--- src/rtl/player_sequencer.sv ---
// player_sequencer
// ----------------
// Note sequencer for the music player. Walks a synchronous note ROM one
// track at a time, times each note's duration in units of TICK_DIV clock
// cycles, and drives pitch / tone enable to the tone generator. Track
// selection follows rising edges of the debounced next/prev buttons.
//
// Ports:
//   clk        in   clock
//   reset      in   synchronous, active-high reset
//   play       in   1 = play, 0 = pause (level from the play/pause FSM)
//   next_btn   in   debounced level; rising edge selects the next track
//   prev_btn   in   debounced level; rising edge selects the previous track
//   rom_addr   out  {track, note_idx}, combinational from registers
//   rom_data   in   {pitch[9:4], dur[3:0]}, valid one cycle after rom_addr;
//                   dur == 0 marks the end of a track
//   pitch_out  out  registered pitch of the current note
//   tone_en    out  high only while a note is sounding
//   track      out  current track index
//   note_idx   out  current note index within the track
//   dbg_state  out  current FSM state (FETCH=0, LOAD=1, PLAY=2, PAUSED=3)
//
// ROM access: rom_addr is held constant throughout FETCH; the ROM registers
// it at the edge ending FETCH and the word is captured at the edge ending
// LOAD. Every note therefore costs two silent cycles before it sounds.

module player_sequencer #(
    parameter int TICK_DIV = 4,
    parameter int TRACK_W  = 2,
    parameter int NOTE_W   = 6
) (
    input  logic                      clk,
    input  logic                      reset,
    input  logic                      play,
    input  logic                      next_btn,
    input  logic                      prev_btn,
    output logic [TRACK_W+NOTE_W-1:0] rom_addr,
    input  logic [9:0]                rom_data,
    output logic [5:0]                pitch_out,
    output logic                      tone_en,
    output logic [TRACK_W-1:0]        track,
    output logic [NOTE_W-1:0]         note_idx,
    output logic [1:0]                dbg_state
);

    localparam int PRE_W = (TICK_DIV > 2) ? $clog2(TICK_DIV) : 1;
    localparam logic [PRE_W-1:0] PRE_LAST = PRE_W'(TICK_DIV - 1);

    typedef enum logic [1:0] {
        S_FETCH  = 2'd0,
        S_LOAD   = 2'd1,
        S_PLAY   = 2'd2,
        S_PAUSED = 2'd3
    } state_t;

    state_t                     state_q;
    logic [TRACK_W-1:0]         track_q;
    logic [NOTE_W-1:0]          note_idx_q;
    logic [5:0]                 pitch_q;
    logic [3:0]                 dur_cnt_q;
    logic [PRE_W-1:0]           presc_q;
    logic                       tone_en_q;
    logic                       next_q;
    logic                       prev_q;

    logic                       next_rise;
    logic                       prev_rise;
    logic                       trk_evt;
    logic                       note_done;
    logic [5:0]                 rom_pitch;
    logic [3:0]                 rom_dur;
    logic [TRACK_W+NOTE_W-1:0]  pos_next;

    assign next_rise = next_btn & ~next_q;
    assign prev_rise = prev_btn & ~prev_q;
    // Simultaneous next and prev cancel each other out.
    assign trk_evt   = next_rise ^ prev_rise;

    assign rom_pitch = rom_data[9:4];
    assign rom_dur   = rom_data[3:0];

    // Last prescaler tick of the last duration unit of the sounding note.
    assign note_done = (presc_q == PRE_LAST) && (dur_cnt_q == 4'd1);

    // Advancing the concatenated position wraps the note index into the
    // next track exactly like an end marker does.
    assign pos_next  = {track_q, note_idx_q} + (TRACK_W + NOTE_W)'(1);

    always_ff @(posedge clk) begin
        if (reset) begin
            state_q    <= S_FETCH;
            track_q    <= '0;
            note_idx_q <= '0;
            pitch_q    <= '0;
            dur_cnt_q  <= '0;
            presc_q    <= '0;
            tone_en_q  <= 1'b0;
            next_q     <= 1'b0;
            prev_q     <= 1'b0;
        end else begin
            next_q <= next_btn;
            prev_q <= prev_btn;

            if (trk_evt) begin
                // Track change wins over note advance and end marker.
                track_q    <= next_rise ? track_q + TRACK_W'(1)
                                        : track_q - TRACK_W'(1);
                note_idx_q <= '0;
                state_q    <= S_FETCH;
                tone_en_q  <= 1'b0;
            end else begin
                case (state_q)
                    S_FETCH: begin
                        state_q   <= S_LOAD;
                        tone_en_q <= 1'b0;
                    end

                    S_LOAD: begin
                        if (rom_dur != 4'd0) begin
                            pitch_q   <= rom_pitch;
                            dur_cnt_q <= rom_dur;
                            presc_q   <= '0;
                            state_q   <= play ? S_PLAY : S_PAUSED;
                            tone_en_q <= play;
                        end else begin
                            note_idx_q <= '0;
                            track_q    <= track_q + TRACK_W'(1);
                            state_q    <= S_FETCH;
                            tone_en_q  <= 1'b0;
                        end
                    end

                    S_PLAY: begin
                        // The cycle spent in PLAY always counts toward the
                        // note, even the one in which play drops; timing
                        // freezes only once PAUSED is reached.
                        if (presc_q == PRE_LAST) begin
                            presc_q <= '0;
                            if (!note_done) begin
                                dur_cnt_q <= dur_cnt_q - 4'd1;
                            end
                        end else begin
                            presc_q <= presc_q + PRE_W'(1);
                        end

                        if (note_done) begin
                            {track_q, note_idx_q} <= pos_next;
                            state_q   <= S_FETCH;
                            tone_en_q <= 1'b0;
                        end else if (!play) begin
                            state_q   <= S_PAUSED;
                            tone_en_q <= 1'b0;
                        end else begin
                            tone_en_q <= 1'b1;
                        end
                    end

                    S_PAUSED: begin
                        if (play) begin
                            state_q   <= S_PLAY;
                            tone_en_q <= 1'b1;
                        end else begin
                            tone_en_q <= 1'b0;
                        end
                    end

                    default: begin
                        state_q   <= S_FETCH;
                        tone_en_q <= 1'b0;
                    end
                endcase
            end
        end
    end

    assign rom_addr  = {track_q, note_idx_q};
    assign pitch_out = pitch_q;
    assign tone_en   = tone_en_q;
    assign track     = track_q;
    assign note_idx  = note_idx_q;
    assign dbg_state = state_q;

endmodule

--- config.mk ---
export PLATFORM = sky130hd
export DESIGN_NAME = player_sequencer
export DESIGN_NICKNAME = d
export VERILOG_FILES = /design/src/rtl/player_sequencer.sv
export SDC_FILE = /design/constraint.sdc
export NUM_CORES = 1
export LEC_CHECK = 0
export CORE_MARGIN = 8
export CORE_UTILIZATION = 45
export CTS_BUF_LIST = sky130_fd_sc_hd__clkbuf_2 sky130_fd_sc_hd__clkbuf_4 sky130_fd_sc_hd__clkbuf_8
export DETAILED_ROUTE_END_ITERATION = 10
export GPL_ROUTABILITY_DRIVEN = 0
export GPL_TIMING_DRIVEN = 0
export PLACE_DENSITY = 0.79
export REMOVE_ABC_BUFFERS = 1
export SLEW_MARGIN = 20
export SYNTH_ARGS = -nofsm -noshare
export SYNTH_HDL_FRONTEND = slang
export SYNTH_SLANG_ARGS = --single-unit
--- constraint.sdc ---
create_clock -name clk -period 1.98 [get_ports clk]
set_clock_uncertainty 0.05 [all_clocks]
set_input_delay 0.198 -clock clk [delete_from_list [all_inputs] [get_ports clk]]
set_output_delay 0.198 -clock clk [all_outputs]
set_load 0.05 [all_outputs]
# Word-level counts from Yosys, hierarchy flattened
# Cells that the tools add are included.
[op_classes]
n_shift = 0
n_mux = 25
n_eq_ne = 14
bitwise_logic = 6
order_cmp = 0
mul = 0
n_div = 0
n_reduce_logical = 12
addsub = 5
[ops]
columns = ["op", "n"]
rows = [
  ["2-bit 2-to-1 mux", 10],
  ["4-bit 2-to-1 mux", 3],
  ["6-bit 2-to-1 mux", 2],
  ["2-bit inequality test, second input constant", 6],
  ["6-bit one-hot mux with 2 select lines", 1],
  ["3-bit AND reduction", 4],
  ["3-bit inequality test, second input constant", 3],
  ["8-bit by 1-bit adder with 8-bit output, second input constant", 1],
  ["2-bit one-hot mux with 2 select lines", 2],
  ["2-bit one-hot mux with 4 select lines", 1],
  ["4-bit one-hot mux with 2 select lines", 1],
  ["2-bit equality test, second input constant", 3],
  ["5-bit AND reduction", 1],
  ["2-bit by 1-bit adder with 2-bit output, second input constant", 2],
  ["4-bit by 1-bit equality test with 1-bit output, second input constant", 1],
  ["1-bit 2-to-1 mux", 4],
  ["1-bit one-hot mux with 4 select lines", 1],
  ["4-bit nonzero test", 1],
  ["4-bit by 1-bit subtractor with 4-bit output, second input constant", 1],
  ["1-bit NOT", 3],
  ["3-bit nonzero test", 1],
  ["1-bit bitwise AND", 2],
  ["2-bit by 1-bit equality test with 1-bit output, second input constant", 1],
  ["2-bit zero test", 1],
  ["6 further kinds", 6],
]
[word_totals]
mem_bits_rw = 0
memories = 0
register_bits = 25
latch_bits = 0
romBits = 0
elab_cells = 71
in_bits = 15

# Longest topological paths before layout
# Gate-level depths: netlist (run 1).
[depth]
ltp_word = 5
mapped_depth = 8
mapped_depth_nobuf = 6

# Worst setup path after synthesis (run 1)
# OpenSTA, ideal clock, no wires.
[synth_path]
path_kind = "flip-flop to flip-flop"
startpoint = "reg state_q[0] (netlist: dbg_state[0])"
endpoint = "reg track_q[0] (netlist: track[0])"
required_time_ns = 1.809
setup_ns = 0.121
path_buffers = 2
arrival_time_ns = 2.254
setup_slack_ns = -0.445
stages_incl_launch_ff = 9
cell_sequence = "dfxtp_1 > inv_1 > ha_1 > clkbuf_1 > inv_1 > buf_1 > mux2i_1 > a31oi_1 > mux2_2"
[synth_via]
elab_chain_cells = 3
word_cells_on_any_way = 8
cone_classes = "eq/ne: 4; mux: 2; reduce/logical: 2"
[synth_rtl]
columns = ["element", "line", "text"]
rows = [
  ["start: declaration", "56", "state_t state_q;"],
  ["start signal: assignment", "123", "state_q <= play ? S_PLAY : S_PAUSED;"],
  ["2-bit by 1-bit equality test with 1-bit output or 2-bit equality test (tied branches)", "112", "case (state_q)"],
  ["3-bit inequality test (no line), or another cell as far along", "-", ""],
  ["3-bit AND reduction (no line) or 2-bit 2-to-1 mux (tied branches)", "-", ""],
  ["end signal: assignment", "106", "track_q <= next_rise ? track_q + TRACK_W'(1)"],
  ["end signal: assignment", "127", "track_q <= track_q + TRACK_W'(1);"],
  ["end signal: assignment", "147", "{track_q, note_idx_q} <= pos_next;"],
  ["end: declaration", "57", "logic [TRACK_W-1:0] track_q;"],
]
# Parallel ways exist; a longest one is shown, timed or not.
# A chain may end at the register's enable or synchronous reset.

# Worst setup path in the final report (run 1)
[layout_path]
startpoint = "reg dur_cnt_q[1]"
endpoint = "reg track_q[0] (netlist: track[0])"
[layout_via]
elab_chain_cells = 4
[layout_rtl]
columns = ["element", "line", "text"]
rows = [
  ["start: declaration", "60", "logic [3:0] dur_cnt_q;"],
  ["start signal: assignment", "121", "dur_cnt_q <= rom_dur;"],
  ["start signal: assignment", "140", "dur_cnt_q <= dur_cnt_q - 4'd1;"],
  ["4-bit by 1-bit equality test with 1-bit output", "83", "assign note_done = (presc_q == PRE_LAST) && (dur_cnt_q == 4'd1);"],
  ["1-bit logical AND", "83", ""],
  ["3-bit inequality test (no line)", "-", ""],
  ["3-bit AND reduction (no line)", "-", ""],
]
# No other way between the ends.

==> results.yml, run 1 <==
outcome:
  status: "completed"
floorplan:
  die_h_um: 72.6
  core_area_um2: 3050
  die_area_um2: 5270
  num_rows: 20
  die_w_um: 72.6
  num_io_pins: 40
  initial_core_util: 0.473
grt:
  grt_use_total: 0.150
  grt_pass1_wl_um: 6440
  gr-total-overflow: 0
  grt_pass1_vias: 1402
  antenna_found_initial: 0
  grt_max_degree: 20
clock_tree:
  htree_levels: 1
  clk_pin_slew_ps: 140
  cts_buffers: 3
  cts_buffer_depth: 2
  clock-root-buffer: "clkbuf_4"
  clk_latency_ps: 320
  cts_tree: "built"
  clock_sinks: 25
  ctsHoldBuffers: 0
setup_path:
  critical_path_class: "register to register"
  start_kind: "register"
  arrival_ps: 2110
  critPathRequiredTime_ps: 2160
  path_max_fanout: 5
  setup.worst_path.end_class: "register"
pwr:
  ir_worst_vdd_uv: 421
  p_total_mw: 1.16
  p_leak_nw: 0.686
  powerDensity_nw_per_um2: 600
sta:
  slew_viol_final: 0
  hold_violations: 0
  period_needed_ps: 1930
  setup_violations: 0
  finalSetupTns_ps: 0
  timing.fmax_mhz: 519
  worst_pin_slew_ps: 765
  slew_headroom: 0.488
  fin_crit_sh: 0.974
placed_design:
  dp_hpwl_um: 2820
  port_buffers: 39
synthesis:
  synth-simple-area-share: 0.187
  synth_top_family_by_area: "compound AO/OA/AOI/OAI gates"
  syn_inst: 167
  synth.area.mux_share: 0.0286
  yosys_warnings: 0
  ys_async_sr_fraction: 0
  synth_fa_ha_area_frac: 0.0694
  avgSynthCellArea_um2: 8.64
  synth_edf_count: 0
  synth_flop_cell: "dfxtp_1"
  synth_compound_area_frac: 0.260
  ys_types: 45
  synth_xor_area_frac: 0.0243
  synth-seq-cells: 25
  syn_area_um2: 1440
  synth_seq_area_share: 0.347
detailed_routing:
  remaining_drc_errors: 0
  wl_per_cell_um: 16.0
  ant_nets: 0
  drt_iter0_drc: 79
  vias: 1390
  wirelength_um: 3930
  viasPerCell: 5.67
  first_pass_iters: 4
hold_path:
  hp-class: "input pin to register"
cells_and_area:
  area_delta_synth_final_pct: 33.7
  drive_above_1_share: 0.139
  final_common_cell: "clkdlybuf4s50_1"
  nets: 225
  final_cell_mix: "clkdlybuf4s50_1 (37), dfxtp_1 (22), a21oi_1 (14)"
  diodes: 0
flow_run:
  cap_violations: 0
[logic make-up after synthesis]
family,count (synthesis)
AND/OR/NAND/NOR,50
buffers and inverters,24
XOR/XNOR,4
flip-flops,25
AO/OA/AOI/OAI,52
multiplexers,4
adder cells (fa/ha/maj),8
[routing by layer]
| layer | GRT usage | part of all wire | vias up |
|---|---|---|---|
| met3 | 0.0549 | 0.076 | 6 |
| met1 | 0.164 | 0.41 | 659 |
| li1 | - | - | 683 |
| met2 | 0.250 | 0.50 | 42 |
| met4 | 0.0756 | 0.019 | 0 |
| met5 | 0 | 0 | - |
[cell usage after synthesis, types with 4 or more instances]
cell | count | area [um2]
nand2_1 | 5 | 18.8
nor2b_1 | 4 | 25.0
inv_1 | 11 | 41.3
o21ai_0 | 13 | 65.1
nor2_1 | 10 | 37.5
ha_1 | 8 | 100
nor3_1 | 4 | 20.0
dfxtp_1 | 25 | 500
clkbuf_1 | 4 | 15.0
buf_4 | 8 | 60.1
or3_1 | 4 | 25.0
nand3_1 | 10 | 50.1
a21oi_1 | 16 | 80.1
[worst max-delay path, stage by stage, from the launching register on]
cell and delay [ps]:
dfxtp_1 390, inv_1 70, ha_1 200, and4bb_2 280
nand2b_1 240, a31oi_1 250, mux2_2 370
[final cells by class]
cell class | instances | area [um2]
Clock buffer | 3 | 22.5
Tap cell | 44 | 55.1
Clock inverter | 1 | 7.51
Inverter | 11 | 45.0
Sequential cell | 25 | 507
Fill cell | 268 | 1120
Multi-Input combinational cell | 118 | 866
Timing Repair Buffer | 43 | 425
[per-stage QoR]
step | instance area, um2 | worst slack, ps | util | hold WS, ps | std cells
2_1_floorplan | 1360 | -298 | - | 217 | 154
3_3_place_gp | 1810 | -463 | 0.593 | 413 | 237
3_5_place_dp | 1820 | -497 | 0.595 | 421 | 237
4_1_cts | 1880 | 36.4 | 0.617 | 370 | 244
5_1_grt | 1930 | -15.7 | 0.632 | 359 | 245
6_report | 1930 | 52.0 | 0.632 | 374 | 245
[power by group]
| part | switching (mW) | internal [mW] |
|---|---|---|
| Sequential | 0.0249 | 0.527 |
| Combinational | 0.225 | 0.144 |
| Clock | 0.160 | 0.0773 |
| Total | 0.409 | 0.748 |
[path summary, 6_finish.rpt]
| check | start | endpoint | slack, ps | cells after the start |
|---|---|---|---|---|
| setup / recovery | dur_cnt_q[1] | track[0] | 50 | 6 |
| hold / removal | rom_data[5] | pitch_out[1] | 370 | 3 |
| setup reg to reg | dur_cnt_q[1] | track[0] | 50 | 6 |
| hold reg to reg | pitch_out[4] | pitch_out[4] | 440 | 2 |
[sequential cells by signal (all words and copies together), names as in the netlist]
name       flops
dur_cnt_q      4
note_idx       6
track          2
next_q         1
dbg_state      2
prev_q         1
pitch_out      6
presc_q        2
tone_en        1
[repair_timing]
item / CTS / global route
buffers inserted: 3 / 1
pin swaps: 1 / 1
resized for setup: 4 / 12
endpoints found under the setup margin: 9 / 10
Power figures use the tool's default switching activity.
==> inputs of run 2 (changes only) <==
Settings changed: HOLD_SLACK_MARGIN set to 0.15, PLACE_DENSITY 0.79 to 0.76.
Clock period 1.98 ns to 1.8 ns, I/O delays scaled along.
==> run 2 against run 1 <==
  * Utilization grew 5.5 points
  * Wire length grew 12%
  * Critical endpoint is now dur_cnt_q[0]
  * Highest routed layer unchanged
  * Design area grew 8.7%
  * Worst hold slack lost 35 ps
  * Total power grew 15%
==> results.yml, run 2 (synthesis gave the netlist of run 1 again) <==
outcome:
  status: "completed"
cells_and_area:
  final_cell_mix: "clkdlybuf4s50_1 (21), dfxtp_1 (19), dlygate4sd2_1 (16)"
  final_common_cell: "clkdlybuf4s50_1"
  fin_area_um2: 2100
  area_delta_synth_final_pct: 45.3
  nets: 232
  drive_above_1_share: 0.269
  diodes: 0
clock_tree:
  cts_buffer_depth: 2
  clk_latency_ps: 330
  clk_pin_slew_ps: 150
  clock_sinks: 25
  htree_levels: 1
  clock-root-buffer: "clkbuf_4"
  ctsHoldBuffers: 0
  cts_tree: "built"
  cts_buffers: 3
grt:
  grt_max_degree: 20
  grt_use_total: 0.158
  grt_pass1_vias: 1439
  gr-total-overflow: 0
  grt_pass1_wl_um: 6830
  antenna_found_initial: 0
floorplan:
  die_w_um: 72.6
  num_io_pins: 40
  die_h_um: 72.6
  initial_core_util: 0.473
  core_area_um2: 3050
  die_area_um2: 5270
  num_rows: 20
pwr:
  ir_worst_vdd_uv: 387
  powerDensity_nw_per_um2: 636
  p_total_mw: 1.33
  p_leak_nw: 0.818
detailed_routing:
  first_pass_iters: 4
  vias: 1488
  wirelength_um: 4380
  ant_nets: 0
  wl_per_cell_um: 17.4
  drt_iter0_drc: 117
  remaining_drc_errors: 0
  viasPerCell: 5.90
setup_path:
  start_kind: "input pin"
  critPathCapture: "dur_cnt_q[0]"
  critPathRequiredTime_ps: 1990
  r2r_slack_ps: 40
  setup.worst_path.end_class: "register"
  critical_path_class: "input pin to register"
  arrival_ps: 1960
  path_max_fanout: 8
  worstRegToRegCells: 7
  critPathLaunch: "rom_data[1]"
  reg2reg_to: "dbg_state[0]"
  r2r_start: "dbg_state[0]"
sta:
  hold_violations: 0
  setup_violations: 0
  rsz0062_at_grt: "true"
  whs_ps: 339
  slew_viol_final: 0
  slew_headroom: 0.494
  period_needed_ps: 1770
  timing.fmax_mhz: 564
  fin_crit_sh: 0.986
  finalSetupTns_ps: 0
  worst_pin_slew_ps: 756
hold_path:
  hold_start: "rom_data[8]"
  hp-class: "input pin to register"
placed_design:
  dp_hpwl_um: 2820
  port_buffers: 39
  place_area_um2: 1820
flow_run:
  cap_violations: 0
## run 2: cell count changes in the layout (fill, tap and decap cells not counted), moves of 3 or more
cell             before  now
buf_4                 4    9
clkdlybuf4s50_1      37   21
dfxtp_1              22   19
dlygate4sd2_1         0   16
ha_4                  0    3
inv_1                10    6
inv_2                 0    4
## run 2: stage by stage
stage                     setup slack, ps  std cells  utilization
after floorplan                      -478        154            -
after global placement               -639        237        0.593
after detailed placement             -622        237        0.595
after CTS                           -40.8        247        0.642
after global routing                -49.4        252        0.686
final                                26.1        252        0.686
## run 2: layout make-up
class                   instances  area (um2)
well taps                      44        55.1
flip-flops and latches         25         513
multi-input cells             118         987
fillers                       251         957
repair buffers                 50         465
clock buffers                   3        22.5
clock inverters                 1        7.51
inverters                      11        45.0
## run 2: what timing repair did
item | CTS | global route
pin swaps | 4 | 7
gates resized for setup | 35 | 28
setup endpoints to repair | 35 | 24
endpoints found under the hold margin | 0 | 0
buffers inserted | 6 | 5
## run 2: per-layer routing
layer | routed length, um | track usage
met1 | 1710 | 0.178
met2 | 2250 | 0.269
met3 | 354 | 0.0481
met4 | 67 | 0.0644
met5 | 0 | 0
## run 2: power by group
part	internal [mW]	total (mW)	leakage, nW	switching, mW
clock	0.0850	0.265	0.0139	0.180
sequential	0.579	0.609	0.207	0.0300
combinational	0.184	0.458	0.597	0.274
## run 2: worst max-delay path, stage by stage
cell and delay [ps]:
clkdlybuf4s50_1 500, or4_4 630, o21ai_4 270, nor4_1 100, o221a_2 290
## run 2: worst min path at each step
| stage | end | cells past startpoint | slack, ps |
|---|---|---|---|
| floorplan | dur_cnt_q[1] | 1 | 200 |
| global placement | pitch_out[4] | 2 | 410 |
| global route | pitch_out[2] | 3 | 350 |
| detailed placement | pitch_out[2] | 2 | 420 |
| CTS | pitch_out[4] | 3 | 330 |
| finish | pitch_out[4] | 3 | 340 |
==> inputs of run 3 (changes only) <==
Settings changed: SKIP_CTS_REPAIR_TIMING set to 1, TNS_END_PERCENT set to 50.
==> run 3 against run 2 <==
  * The flow now finishes with violations (setup timing)
  * Setup slack worse by 64 ps
  * Clock power grew 2%
  * Highest routed layer unchanged
  * Clock-buffer cell count did not move
  * Die area stayed put
  * Non-clock buffer count increased by 4
  * Via count increased by 5.0%
  * Sequential power is essentially flat
  * Flip-flop and latch count is the same
  * Global-route usage decreased by 1.3 points
  * Fmax decreased by 3.5%
  * Wire length is 6.2% higher
  * Design area increased by 7.9%
==> results.yml, run 3 (synthesis gave the netlist of run 1 again) <==
cells_and_area:
  final_util: 0.741
  fin_cells: 256
  final_common_cell: "clkdlybuf4s50_1"
  final_cell_mix: "clkdlybuf4s50_1 (20), dfxtp_1 (19), dlymetal6s2s_1 (19)"
  filler_cell_count: 206
  nets: 236
  area_delta_synth_final_pct: 56.8
  drive_above_1_share: 0.264
  seqCellArea_um2: 513
  multi_input_area_um2: 1010
  diodes: 0
floorplan:
  die_w_um: 72.6
  initial_core_util: 0.473
  core_area_um2: 3050
  num_rows: 20
  die_h_um: 72.6
  num_io_pins: 40
  die_area_um2: 5270
setup_path:
  setup.worst_path.end_class: "register"
  r2r_slack_ps: -40
  reg2reg_to: "dur_cnt_q[2]"
  crit_buf_inv: 1
  start_kind: "register"
  crit_slowest_cell: "a2111oi_0"
  worstRegToRegCells: 5
  cp_cell_sequence: "inv_1, ha_4, o21ai_4, a2111oi_0, o32ai_1"
  path_max_fanout: 8
  r2r_start: "dbg_state[1]"
  critPathRequiredTime_ps: 1960
  arrival_ps: 2000
  max_stage_delay_ps: 530
  cp_top_family: "compound AO/OA/AOI/OAI gates"
  critical_path_class: "register to register"
grt:
  grt_max_degree: 20
  grt_use_total: 0.146
  grt_pass1_wl_um: 6310
  antenna_found_initial: 0
  grt_pass1_vias: 1389
  gr-total-overflow: 0
detailed_routing:
  first_pass_iters: 4
  wirelength_um: 4660
  vias: 1562
  remaining_drc_errors: 0
  viasPerCell: 6.10
  drt_iter0_drc: 135
  wl_per_cell_um: 18.2
  ant_nets: 0
clock_tree:
  clock-root-buffer: "clkbuf_4"
  clk_latency_ps: 330
  cts_buffer_depth: 2
  cts_buffers: 3
  cts_tree: "built"
  clock_sinks: 25
  clk_pin_slew_ps: 160
  htree_levels: 1
sta:
  hold_violations: 0
  setup_violations: 3
  fin_crit_sh: 1.02
  finalWorstSetupSlack_ps: -38.2
  slew_headroom: 0.485
  period_needed_ps: 1840
  timing.fmax_mhz: 544
  slew_viol_final: 0
  worst_pin_slew_ps: 770
pwr:
  p_leak_nw: 1.09
  powerDensity_nw_per_um2: 618
  ir_worst_vdd_uv: 387
outcome:
  status: "finished, violations left"
  violations: "setup timing"
placed_design:
  port_buffers: 39
  place_ws_ps: -622
  dp.cells: 237
  dp_hpwl_um: 2820
hold_path:
  hp-class: "input pin to register"
  hold-path-endpoint: "dur_cnt_q[2]"
  hold_start: "rom_data[2]"
  min_path_cells: 3
flow_run:
  cap_violations: 0
run 3: power by group:
group / total, mW / switching [mW] / internal (mW)
sequential: 0.609 / 0.0300 / 0.579
clock: 0.270 / 0.185 / 0.0851
combinational: 0.519 / 0.288 / 0.231
total: 1.40 / 0.503 / 0.896
run 3: worst max path at each step:
stage	startpoint	slack, ps	end	depth (start not counted)
6_report	dbg_state[1]	-40	dur_cnt_q[2]	5
5_1_grt	prev_q	-70	dur_cnt_q[2]	4
4_1_cts	dbg_state[0]	-420	dur_cnt_q[3]	6
3_5_place_dp	rom_data[0]	-620	note_idx[5]	5
3_3_place_gp	prev_btn	-640	dur_cnt_q[0]	5
2_1_floorplan	dbg_state[0]	-480	note_idx[5]	6
run 3: layer usage:
layer	share of wire	track usage	wire (um)
met3	0.082	0.0508	384
met4	0.024	0.0578	114
met1	0.38	0.164	1780
met5	0	0	0
met2	0.51	0.244	2380
run 3: final cells by class:
cell class              instances  area share
repair buffers                 54       0.268
multi-input cells             118       0.447
flip-flops and latches         25       0.227
well taps                      44      0.0243
inverters                      11      0.0210
clock inverters                 1     0.00332
clock buffers                   3     0.00996
run 3: worst min-delay path, cell delays in order:
cell and delay, ps:
dlymetal6s2s_1 180, a21oi_1 200, o32ai_1 90
run 3: per-stage QoR:
step	cell area (um2)	TNS, ps	total power [mW]	hold slack [ps]
after global placement	1810	-11910	0.986	412
after CTS	1850	-4700	1.27	332
final	2260	-45.8	1.40	286
after global routing	2260	-313	1.45	281
after floorplan	1360	-4570	0.859	199
after detailed placement	1820	-8430	1.00	421
